[config.mk]
export PLATFORM = sky130hd
export DESIGN_NAME = bf2hw_stream_bridge_flat
export DESIGN_NICKNAME = d
export VERILOG_FILES = /design/src/rtl/bf2hw_stream_bridge_if.sv /design/src/rtl/bf2hw_stream_bridge.sv /design/src/flat_wrapper.sv
export SDC_FILE = /design/constraint.sdc
export NUM_CORES = 1
export LEC_CHECK = 0
export ABC_AREA = 1
export CAP_MARGIN = 20
export CORE_ASPECT_RATIO = 0.5
export CORE_MARGIN = 2
export CORE_UTILIZATION = 58
export DETAILED_ROUTE_END_ITERATION = 12
export GPL_ROUTABILITY_DRIVEN = 0
export PLACE_DENSITY_LB_ADDON = 0.08
export SLEW_MARGIN = 20
export SYNTH_ARGS = -nofsm -noshare
export SYNTH_HDL_FRONTEND = slang
export SYNTH_SLANG_ARGS = --single-unit
[constraint.sdc]
create_clock -name clock_i -period 13.54 [get_ports clock_i]
set_clock_uncertainty 0.15 [all_clocks]
set_input_delay 2.708 -clock clock_i [delete_from_list [all_inputs] [get_ports clock_i]]
set_output_delay 2.708 -clock clock_i [all_outputs]
set_load 0.005 [all_outputs]
[src/rtl/bf2hw_stream_bridge_if.sv]
// ----------------------------------------------------------------------------
// bf2hw_stream_bridge_if
// Byte-stream handshake bundle between the UART, the bridge and the kernel
// core.
//   slave  : bridge side (consumes UART RX / core TX, drives UART TX / core RX)
//   master : environment side (UART + core)
// Signals:
//   uart_rx_data/uart_rx_valid     received byte + one-cycle strobe
//   uart_tx_data/uart_tx_write     byte to send + one-cycle write strobe
//   uart_tx_busy                   UART transmitter busy
//   core_rx_valid/core_rx_data     RX head (first-word fall-through)
//   core_rx_take                   pop RX head
//   core_tx_enable/core_tx_data    push byte into TX buffer
//   core_tx_ready                  TX buffer not full
// ----------------------------------------------------------------------------
interface bf2hw_stream_bridge_if #(
   parameter int DATA_W = 8
);
   logic [DATA_W-1:0] uart_rx_data;
   logic              uart_rx_valid;
   logic [DATA_W-1:0] uart_tx_data;
   logic              uart_tx_write;
   logic              uart_tx_busy;
   logic              core_rx_valid;
   logic [DATA_W-1:0] core_rx_data;
   logic              core_rx_take;
   logic              core_tx_enable;
   logic [DATA_W-1:0] core_tx_data;
   logic              core_tx_ready;

   modport slave (
      input  uart_rx_data, uart_rx_valid, uart_tx_busy,
             core_rx_take, core_tx_enable, core_tx_data,
      output uart_tx_data, uart_tx_write,
             core_rx_valid, core_rx_data, core_tx_ready
   );

   modport master (
      output uart_rx_data, uart_rx_valid, uart_tx_busy,
             core_rx_take, core_tx_enable, core_tx_data,
      input  uart_tx_data, uart_tx_write,
             core_rx_valid, core_rx_data, core_tx_ready
   );
endinterface

[src/rtl/bf2hw_stream_bridge.sv]
// ----------------------------------------------------------------------------
// bf2hw_stream_bridge
// Byte-stream buffer between uart_top and a generated kernel core. An RX FIFO
// (first-word fall-through, drop-or-overwrite on overflow) and a TX FIFO
// drained by a small FSM that paces writes against the UART busy handshake.
// Ports:
//   clock_i, reset_i   system clock, asynchronous active-high reset
//   bus                stream handshake bundle (slave side)
//   rx_count_o         RX occupancy
//   tx_count_o         TX occupancy
//   rx_overflow_o      sticky: an RX byte was lost
//   tx_overflow_o      sticky: core pushed while TX full
//   tx_idle_o          TX FIFO empty and TX FSM idle
//
// TX FSM states:
//   state       | meaning
//   S_IDLE      | wait for a buffered byte and UART not busy
//   S_ISSUE     | one-cycle write strobe, head popped
//   S_WAIT_RISE | wait a bounded time for uart_tx_busy to rise
//   S_WAIT_FALL | wait for uart_tx_busy to fall
// ----------------------------------------------------------------------------
module bf2hw_stream_bridge #(
   parameter int DATA_W       = 8,
   parameter int RX_DEPTH     = 16,
   parameter int TX_DEPTH     = 16,
   parameter bit RX_OVERWRITE = 1'b0,
   parameter int BUSY_GUARD   = 2
) (
   input  logic                      clock_i,
   input  logic                      reset_i,
   bf2hw_stream_bridge_if.slave      bus,
   output logic [$clog2(RX_DEPTH):0] rx_count_o,
   output logic [$clog2(TX_DEPTH):0] tx_count_o,
   output logic                      rx_overflow_o,
   output logic                      tx_overflow_o,
   output logic                      tx_idle_o
);
   localparam int RX_AW = $clog2(RX_DEPTH);
   localparam int TX_AW = $clog2(TX_DEPTH);
   localparam int RX_CW = RX_AW + 1;
   localparam int TX_CW = TX_AW + 1;
   // The ISSUE cycle is the first guard cycle, so WAIT_RISE gives up after
   // BUSY_GUARD-1 cycles (never fewer than one).
   localparam int GUARD_LAST = (BUSY_GUARD > 2) ? BUSY_GUARD - 2 : 0;
   localparam int GW         = $clog2(GUARD_LAST + 1) + 1;

   typedef enum logic [1:0] {S_IDLE, S_ISSUE, S_WAIT_RISE, S_WAIT_FALL} tx_state_t;

   // ---------------- RX FIFO ----------------
   logic [DATA_W-1:0] rx_mem_q [RX_DEPTH];
   logic [RX_AW-1:0]  rx_wr_q, rx_wr_d, rx_rd_q, rx_rd_d;
   logic [RX_CW-1:0]  rx_cnt_q, rx_cnt_d;
   logic              rx_ovf_q, rx_ovf_d;
   logic              rx_full, rx_empty, rx_pop, rx_wr_en, rx_rd_adv;

   assign rx_full  = (rx_cnt_q == RX_CW'(RX_DEPTH));
   assign rx_empty = (rx_cnt_q == '0);
   assign rx_pop   = bus.core_rx_take && !rx_empty;

   always_comb begin
      // When full, a same-cycle pop frees the slot; overwrite mode instead
      // steals the oldest slot by advancing the read pointer with the write.
      rx_wr_en  = bus.uart_rx_valid && (!rx_full || rx_pop || RX_OVERWRITE);
      rx_rd_adv = rx_pop || (bus.uart_rx_valid && rx_full && RX_OVERWRITE);
      rx_wr_d   = rx_wr_en  ? rx_wr_q + RX_AW'(1) : rx_wr_q;
      rx_rd_d   = rx_rd_adv ? rx_rd_q + RX_AW'(1) : rx_rd_q;
      rx_cnt_d  = rx_cnt_q;
      if (rx_wr_en && !rx_rd_adv)      rx_cnt_d = rx_cnt_q + RX_CW'(1);
      else if (!rx_wr_en && rx_rd_adv) rx_cnt_d = rx_cnt_q - RX_CW'(1);
      rx_ovf_d = rx_ovf_q || (bus.uart_rx_valid && rx_full && !rx_pop);
   end

   always_ff @(posedge clock_i or posedge reset_i) begin
      if (reset_i) begin
         for (int i = 0; i < RX_DEPTH; i++) rx_mem_q[i] <= '0;
         rx_wr_q  <= '0;
         rx_rd_q  <= '0;
         rx_cnt_q <= '0;
         rx_ovf_q <= 1'b0;
      end else begin
         if (rx_wr_en) rx_mem_q[rx_wr_q] <= bus.uart_rx_data;
         rx_wr_q  <= rx_wr_d;
         rx_rd_q  <= rx_rd_d;
         rx_cnt_q <= rx_cnt_d;
         rx_ovf_q <= rx_ovf_d;
      end
   end

   // ---------------- TX FIFO ----------------
   logic [DATA_W-1:0] tx_mem_q [TX_DEPTH];
   logic [TX_AW-1:0]  tx_wr_q, tx_wr_d, tx_rd_q, tx_rd_d;
   logic [TX_CW-1:0]  tx_cnt_q, tx_cnt_d;
   logic              tx_ovf_q, tx_ovf_d;
   logic              tx_full, tx_empty, tx_push, tx_pop;
   tx_state_t         state_q, state_d;
   logic [GW-1:0]     guard_q, guard_d;
   logic [DATA_W-1:0] tx_data_q, tx_data_d;

   assign tx_full  = (tx_cnt_q == TX_CW'(TX_DEPTH));
   assign tx_empty = (tx_cnt_q == '0);
   assign tx_push  = bus.core_tx_enable && !tx_full;
   assign tx_pop   = (state_q == S_ISSUE);

   always_comb begin
      tx_wr_d  = tx_push ? tx_wr_q + TX_AW'(1) : tx_wr_q;
      tx_rd_d  = tx_pop  ? tx_rd_q + TX_AW'(1) : tx_rd_q;
      tx_cnt_d = tx_cnt_q;
      if (tx_push && !tx_pop)      tx_cnt_d = tx_cnt_q + TX_CW'(1);
      else if (!tx_push && tx_pop) tx_cnt_d = tx_cnt_q - TX_CW'(1);
      tx_ovf_d = tx_ovf_q || (bus.core_tx_enable && tx_full);
   end

   // ---------------- TX FSM ----------------
   always_comb begin
      state_d   = state_q;
      guard_d   = guard_q;
      tx_data_d = tx_data_q;
      case (state_q)
         S_IDLE: begin
            if (!tx_empty && !bus.uart_tx_busy) begin
               state_d   = S_ISSUE;
               tx_data_d = tx_mem_q[tx_rd_q];
            end
         end
         S_ISSUE: begin
            state_d = S_WAIT_RISE;
            guard_d = '0;
         end
         S_WAIT_RISE: begin
            if (bus.uart_tx_busy)                 state_d = S_WAIT_FALL;
            else if (guard_q == GW'(GUARD_LAST))  state_d = S_IDLE;
            else                                  guard_d = guard_q + GW'(1);
         end
         S_WAIT_FALL: begin
            if (!bus.uart_tx_busy) state_d = S_IDLE;
         end
         default: state_d = S_IDLE;
      endcase
   end

   always_ff @(posedge clock_i or posedge reset_i) begin
      if (reset_i) begin
         for (int i = 0; i < TX_DEPTH; i++) tx_mem_q[i] <= '0;
         tx_wr_q   <= '0;
         tx_rd_q   <= '0;
         tx_cnt_q  <= '0;
         tx_ovf_q  <= 1'b0;
         state_q   <= S_IDLE;
         guard_q   <= '0;
         tx_data_q <= '0;
      end else begin
         if (tx_push) tx_mem_q[tx_wr_q] <= bus.core_tx_data;
         tx_wr_q   <= tx_wr_d;
         tx_rd_q   <= tx_rd_d;
         tx_cnt_q  <= tx_cnt_d;
         tx_ovf_q  <= tx_ovf_d;
         state_q   <= state_d;
         guard_q   <= guard_d;
         tx_data_q <= tx_data_d;
      end
   end

   // ---------------- outputs ----------------
   assign bus.core_rx_valid = !rx_empty;
   assign bus.core_rx_data  = rx_mem_q[rx_rd_q];
   assign bus.core_tx_ready = !tx_full;
   assign bus.uart_tx_write = (state_q == S_ISSUE);
   assign bus.uart_tx_data  = tx_data_q;
   assign rx_count_o        = rx_cnt_q;
   assign tx_count_o        = tx_cnt_q;
   assign rx_overflow_o     = rx_ovf_q;
   assign tx_overflow_o     = tx_ovf_q;
   assign tx_idle_o         = tx_empty && (state_q == S_IDLE);
endmodule

[src/flat_wrapper.sv]
// flat-port wrapper written by rule: the top's interface ports become plain ports
module bf2hw_stream_bridge_flat 
#(
   parameter int DATA_W       = 8,
   parameter int RX_DEPTH     = 16,
   parameter int TX_DEPTH     = 16,
   parameter bit RX_OVERWRITE = 1'b0,
   parameter int BUSY_GUARD   = 2
)
  (clock_i, reset_i, rx_count_o, tx_count_o, rx_overflow_o, tx_overflow_o, tx_idle_o, bus_uart_rx_data, bus_uart_rx_valid, bus_uart_tx_busy, bus_core_rx_take, bus_core_tx_enable, bus_core_tx_data, bus_uart_tx_data, bus_uart_tx_write, bus_core_rx_valid, bus_core_rx_data, bus_core_tx_ready);
  bf2hw_stream_bridge_if #(.DATA_W(DATA_W)) bus_i ();
  input  logic clock_i;
  input  logic reset_i;
  output logic [$clog2(RX_DEPTH):0] rx_count_o;
  output logic [$clog2(TX_DEPTH):0] tx_count_o;
  output logic rx_overflow_o;
  output logic tx_overflow_o;
  output logic tx_idle_o;
  input wire logic [$bits(bus_i.uart_rx_data)-1:0] bus_uart_rx_data;
  input wire logic [$bits(bus_i.uart_rx_valid)-1:0] bus_uart_rx_valid;
  input wire logic [$bits(bus_i.uart_tx_busy)-1:0] bus_uart_tx_busy;
  input wire logic [$bits(bus_i.core_rx_take)-1:0] bus_core_rx_take;
  input wire logic [$bits(bus_i.core_tx_enable)-1:0] bus_core_tx_enable;
  input wire logic [$bits(bus_i.core_tx_data)-1:0] bus_core_tx_data;
  output wire logic [$bits(bus_i.uart_tx_data)-1:0] bus_uart_tx_data;
  output wire logic [$bits(bus_i.uart_tx_write)-1:0] bus_uart_tx_write;
  output wire logic [$bits(bus_i.core_rx_valid)-1:0] bus_core_rx_valid;
  output wire logic [$bits(bus_i.core_rx_data)-1:0] bus_core_rx_data;
  output wire logic [$bits(bus_i.core_tx_ready)-1:0] bus_core_tx_ready;
  assign bus_i.uart_rx_data = bus_uart_rx_data;
  assign bus_i.uart_rx_valid = bus_uart_rx_valid;
  assign bus_i.uart_tx_busy = bus_uart_tx_busy;
  assign bus_i.core_rx_take = bus_core_rx_take;
  assign bus_i.core_tx_enable = bus_core_tx_enable;
  assign bus_i.core_tx_data = bus_core_tx_data;
  assign bus_uart_tx_data = bus_i.uart_tx_data;
  assign bus_uart_tx_write = bus_i.uart_tx_write;
  assign bus_core_rx_valid = bus_i.core_rx_valid;
  assign bus_core_rx_data = bus_i.core_rx_data;
  assign bus_core_tx_ready = bus_i.core_tx_ready;
  bf2hw_stream_bridge #(.DATA_W(DATA_W), .RX_DEPTH(RX_DEPTH), .TX_DEPTH(TX_DEPTH), .RX_OVERWRITE(RX_OVERWRITE), .BUSY_GUARD(BUSY_GUARD)) u_core (.clock_i(clock_i), .reset_i(reset_i), .bus(bus_i), .rx_count_o(rx_count_o), .tx_count_o(tx_count_o), .rx_overflow_o(rx_overflow_o), .tx_overflow_o(tx_overflow_o), .tx_idle_o(tx_idle_o));
endmodule
Yosys cells after proc, flatten, opt, wreduce, memory -nomap -nowiden

Cells that the tools add are included.

Bits in registers: 295
Latch bits: 0
RAM bits: 0
ROM bits: 0
Input bits: 22
Output and inout port bits: 32
Word-level logic and storage cells: 130
Memories: 0

Add/sub/neg operators: 9
$mul: 0
Divide/modulo/power cells: 0
Order comparisons: 6
Equality and inequality tests: 9
Shift-type cells: 0
Muxes and demuxes: 24
Bitwise gates (word level): 4
Reduce and logical (&&, ||, !) cells: 35

Operators with widths:

| kind                                                                         | count |
|---|---|
| 128-bit bitwise mux                                                          | 2 |
| 8-bit binary-select mux with 4-bit select                                    | 2 |
| 8-bit demux with 4-bit select                                                | 2 |
| 8-bit 2-to-1 mux                                                             | 6 |
| 5-bit >= comparator, second input constant                                   | 4 |
| 5-bit 2-to-1 mux                                                             | 4 |
| 4-bit NOT with 5-bit output                                                  | 4 |
| 4-bit by 1-bit adder with 4-bit output, second input constant                | 4 |
| 1-bit logical AND                                                            | 14 |
| 5-bit by 1-bit adder with 5-bit output, second input constant                | 2 |
| 5-bit equality test, second input constant                                   | 2 |
| 5-bit logical NOT                                                            | 2 |
| 5-bit by 1-bit less-than comparator with 1-bit output, second input constant | 2 |
| 5-bit by 1-bit subtractor with 5-bit output, second input constant           | 2 |
| 1-bit logical NOT                                                            | 9 |
| 2-bit 2-to-1 mux                                                             | 4 |
| 2-bit one-hot mux with 4 select lines                                        | 1 |
| 2-bit nonzero test                                                           | 3 |
| 2-bit equality test, second input constant                                   | 2 |
| 2-bit != test, second input constant                                         | 2 |
| 2-bit AND reduction                                                          | 2 |
| 1-bit logical OR                                                             | 3 |
| 3-bit != test, second input constant                                         | 1 |
| 3-bit AND reduction                                                          | 1 |
| 6 further kinds                                                              | 7 |

Logic depth before layout (Yosys ltp)

Depth in word-level cells: 9
Depth in mapped cells: 14
Mapped depth without buffers: 14

Worst setup path before layout

Ideal clock, no wire load.

Path type: input to register
Start point: input port bus_core_rx_take
End point: register u_core.rx_cnt_q[4] (netlist: u_core.rx_count_o[4])
Arrival time: 4325 ps
Data required time: 13273 ps
Path slack: 8948 ps
Cell stages on the path: 13
Path buffers: 0
Cells stage by stage: nor2_1 > nand2_4 > nand2_1 > inv_1 > ha_1 > fa_1 > inv_1 > nand2_1 > nand2_1 > a21oi_1 > xor2_1 > nand2_1 > nand2_1

Cells in the longest elaborated chain, start to end: 6

RTL lines:

| what                         | line                      | RTL |
|---|---|---|
| start, declared              | flat_wrapper.sv:22        | `input wire logic [$bits(bus_i.core_rx_take)-1:0] bus_core_rx_take;` |
| 1-bit logical AND (*)        | bf2hw_stream_bridge.sv:58 | `assign rx_pop = bus.core_rx_take && !rx_empty;` |
| 1-bit logical OR (*)         | bf2hw_stream_bridge.sv:63 | `rx_wr_en = bus.uart_rx_valid && (!rx_full \|\| rx_pop \|\| RX_OVERWRITE);` |
| 1-bit logical AND (*)        | bf2hw_stream_bridge.sv:63 |  |
| via u_core.rx_wr_en          | bf2hw_stream_bridge.sv:54 | `logic rx_full, rx_empty, rx_pop, rx_wr_en, rx_rd_adv;` |
| 1-bit logical NOT            | bf2hw_stream_bridge.sv:69 | `else if (!rx_wr_en && rx_rd_adv) rx_cnt_d = rx_cnt_q - RX_CW'(1);` |
| 1-bit logical AND            | bf2hw_stream_bridge.sv:69 |  |
| 2-bit nonzero test (no line) | -                         |  |
| end signal, assigned         | bf2hw_stream_bridge.sv:84 | `rx_cnt_q <= rx_cnt_d;` |
| end, declared                | bf2hw_stream_bridge.sv:52 | `logic [RX_CW-1:0] rx_cnt_q, rx_cnt_d;` |

The timed path passes the listed nets; every way through them passes the cells marked *.
A chain may end at the register's enable or synchronous reset.

Final worst setup path

Start point: register u_core.rx_rd_q[0]
End point: output port bus_core_rx_data[3]

Cells in the longest elaborated chain, start to end: 4

RTL lines:

| what                                                | line                       | RTL |
|---|---|---|
| start, declared                                     | bf2hw_stream_bridge.sv:51  | `logic [RX_AW-1:0] rx_wr_q, rx_wr_d, rx_rd_q, rx_rd_d;` |
| start signal, assigned                              | bf2hw_stream_bridge.sv:83  | `rx_rd_q <= rx_rd_d;` |
| 4-bit NOT with 5-bit output (implied by the code)   | bf2hw_stream_bridge.sv:165 | `assign bus.core_rx_data = rx_mem_q[rx_rd_q];` |
| 8-bit binary-select mux with 4-bit select           | bf2hw_stream_bridge.sv:165 |  |
| 8-bit 2-to-1 mux (implied by the code) (2 in a row) | bf2hw_stream_bridge.sv:165 |  |
| end, declared                                       | flat_wrapper.sv:28         | `output wire logic [$bits(bus_i.core_rx_data)-1:0] bus_core_rx_data;` |

Every way passes these cells. The select of a mux whose other input is x is not followed.

==> metrics.md <==
| Metric | Value |
|---|---|
| Status | `completed` |
| Pre-antenna DRT Iters | `5` |
| DR DRC count | `0` |
| Die height | `121 µm` |
| Worst-path clk slew | `0.07 ns` |
| Layout cell share with drive strength beyond 1 | `5.22%` |
| # resized after CTS | `0` |
| CTS tree | `done` |
| CTS Hold Bufs | `0` |
| Initial DRC count | `about 1800` |
| Worst Hold Class | `reg -> reg` |
| Initial Util | `59.4%` |
| I/O Buffers | `53` |
| Worst slack at placement | `8.06 ns` |
| Sequential share of the synthesized area | `46.6%` |
| RSZ-0062 raised after global routing | `false` |
| Worst-path fanout max | `65` |
| Vias | `14177` |
| Total die area | `between 0.02 and 0.03 mm²` |
| Final net count | `2052` |
| Distinct cells, synth | `28` |
| Crit path DAT | `3.01 ns` |
| Number of synthesized register bits | `294` |
| Root Buffer | `clkbuf_16` |
| Post-Route Setup TNS | `0 ns` |
| Final Cycle Share | `roughly 43%` |
| Avg Vias per Cell | `5.95` |
| Area delta synth->final | `7.50%` |
| Fin crit period | `5.87 ns` |
| Worst Max-Slew Pin Slew | `1.11 ns` |
| Clock Tree Buf Depth | `3` |
| Final wirelength | `between 40000 and 50000 µm` |
| Endpoint class of the critical path | `primary output` |
| Ys Warns | `0` |
| Pin count of the biggest net entering global routing | `between 150 and 200` |
| Vias in the first global route | `13175` |
| Detail Placement HPWL | `~26000 µm` |
| Final setup vio count | `0` |
| CTS H-tree depth | `1` |
| Total GRT Usage | `31.1%` |
| N_diodes | `0` |
| Global-route wire length before repair | `slightly above 70000 µm` |
| Required @ worst endpoint | `10.68 ns` |
| Syn nets | `about 2100` |
| Wire per inst | `18.4 µm` |
| Initial antenna violation count | `0` |
| Row count | `42` |
| Post-Syn Area | `0.0158 mm²` |
| Leakage | `0.00866 µW` |
| Setup ws final | `around 7.7 ns` |
| Postcts setup bufs | `0` |
| CTS Buf Count | `27` |
| Maximum clock rate | `around 170 MHz` |
| Max_cap viols | `0` |
| Io pins | `54` |
| Syn avg cell area | `7.66 µm²` |
| Post-Syn Instances | `2060` |
| Die X | `237 µm` |
| CTS sink count | `about 290` |
| Rel. slew slack | `25.8%` |
| DRT antenna net count | `0` |
| Fill count | `2364` |
| Peak supply drop | `0.127 mV` |
| Number of hold violations in the final report | `0` |
| Gr ovfl total | `0` |
| Clk Latency, worst-skew pair | `0.55 ns` |
| Critical Setup Path Class | `reg -> out` |
| Worst setup SP type | `register` |
| Core box area | `0.0266 mm²` |
| Final slew viol count | `0` |
| PD cells | `between 200 and 250 mW/mm²` |
==> final timing paths <==
kind                                                         end  slack, ns                        startpoint  depth (start not counted)
max in group asynchronous         u_core.tx_overflow_o$_DFF_PP0_       9.27                           reset_i                          3
worst max-delay path                         bus_core_rx_data[3]       7.67     u_core.rx_rd_q[0]$_DFFE_PP0P_                          8
worst min-delay path              u_core.tx_overflow_o$_DFF_PP0_       0.31    u_core.tx_overflow_o$_DFF_PP0_                          1
min in group asynchronous        u_core.tx_mem_q[72]$_DFFE_PP0P_       2.57                           reset_i                          2
worst min register to register    u_core.tx_overflow_o$_DFF_PP0_       0.31    u_core.tx_overflow_o$_DFF_PP0_                          1
worst max register to register  u_core.tx_count_o[4]$_DFFE_PP0P_      10.28  u_core.tx_count_o[0]$_DFFE_PP0P_                         13
==> per-stage QoR <==
stage | power (µW) | cell area (µm²) | cells | hold WS (ns) | util [%]
6_report | 3920 | 17000 | 2382 | 0.315 | 63.8
5_1_grt | 4230 | 17000 | 2382 | 0.336 | 63.8
4_1_cts | 3910 | 17000 | 2382 | 0.319 | 63.8
3_5_place_dp | 3140 | 16100 | 2333 | 0.303 | 60.6
3_3_place_gp | 3100 | 16100 | 2332 | 0.298 | 60.5
2_1_floorplan | 2620 | 15800 | 2060 | 0.287 | -
==> synthesized netlist by cell type (all sizes together) <==
cell type,number,area [µm²]
a31oi,2,12.5
a31o,2,17.5
xor2,10,87.6
o21bai,2,15.0
buf,88,571
a21oi,4,20.0
o21ai,72,360
xnor2,5,43.8
nand4,257,1610
nand2,783,2950
inv,143,537
fa,2,40.0
nand3,149,871
ha,18,225
dfrtp,294,7360
nor4,2,42.5
clkinv,3,11.3
clkbuf,56,210
nor2,136,571
o211ai,32,240
==> worst max-delay path, stage by stage, from the launching register on <==
cell,delay [ns]
dfrtp_2,0.37
clkinv_2,0.67
nor2_1,0.36
nor2_1,0.07
o21ai_0,0.11
o211ai_1,0.14
nand3_1,0.18
nand2_1,0.10
clkdlybuf4s50_1,0.45
==> sequential cells by signal (all words and copies together) (netlist names), 5 cells and up <==
register,flops
u_core.bus.uart_tx_data,8
u_core.tx_mem_q,128
u_core.rx_count_o,5
u_core.rx_mem_q,128
u_core.tx_count_o,5
==> power by group <==
part	internal (µW)	switching, µW	total [µW]
Clock	415	352	767
Sequential	1250	297	1550
Combinational	591	1020	1610
==> placed cells by master, fill, tap and decap left out, types with 9 or more instances in the layout <==
cell / count
nand2_1: 780
nor2_2: 24
clkinv_2: 9
clkbuf_16: 27
ha_1: 18
buf_4: 12
o211ai_1: 32
dfrtp_1: 291
inv_1: 139
o21ai_0: 72
clkdlybuf4s50_1: 51
nor2_1: 112
nand4_1: 257
nand3_1: 139
xor2_1: 10
nand3_4: 10
==> cell type report <==
cell class | count | area, µm² | area share, %
repair buffers | 65 | 641 | 3.77
flip-flops and latches | 294 | 7360 | 43.4
inverters | 146 | 557 | 3.28
clock buffers | 36 | 759 | 4.47
multi-input cells | 1476 | 7110 | 41.9
clock inverters | 13 | 104 | 0.612
well taps | 352 | 440 | 2.59
==> metal layers <==
layer  global-route usage, %  share of wire (%)  vias up
met4                    8.53                2.8        0
li1                        -                  -     6711
met5                       0                  0        -
met1                    43.8                 44     6782
met2                    50.6                 46      594
met3                    4.73                7.0       90
==> logic make-up (layout without fill, tap and decap cells) <==
| family | count (synthesis) | count (layout) | share of synthesized area [%] |
|---|---|---|---|
| AO/OA/AOI/OAI | 114 | 114 | 4.22 |
| AND/OR/NAND/NOR | 1327 | 1327 | 38.3 |
| adder cells (fa/ha/maj) | 20 | 20 | 1.68 |
| buffers and inverters | 290 | 260 | 8.42 |
| flip-flops | 294 | 294 | 46.6 |
| XOR/XNOR | 15 | 15 | 0.832 |
(Power assumes the default switching activity.)
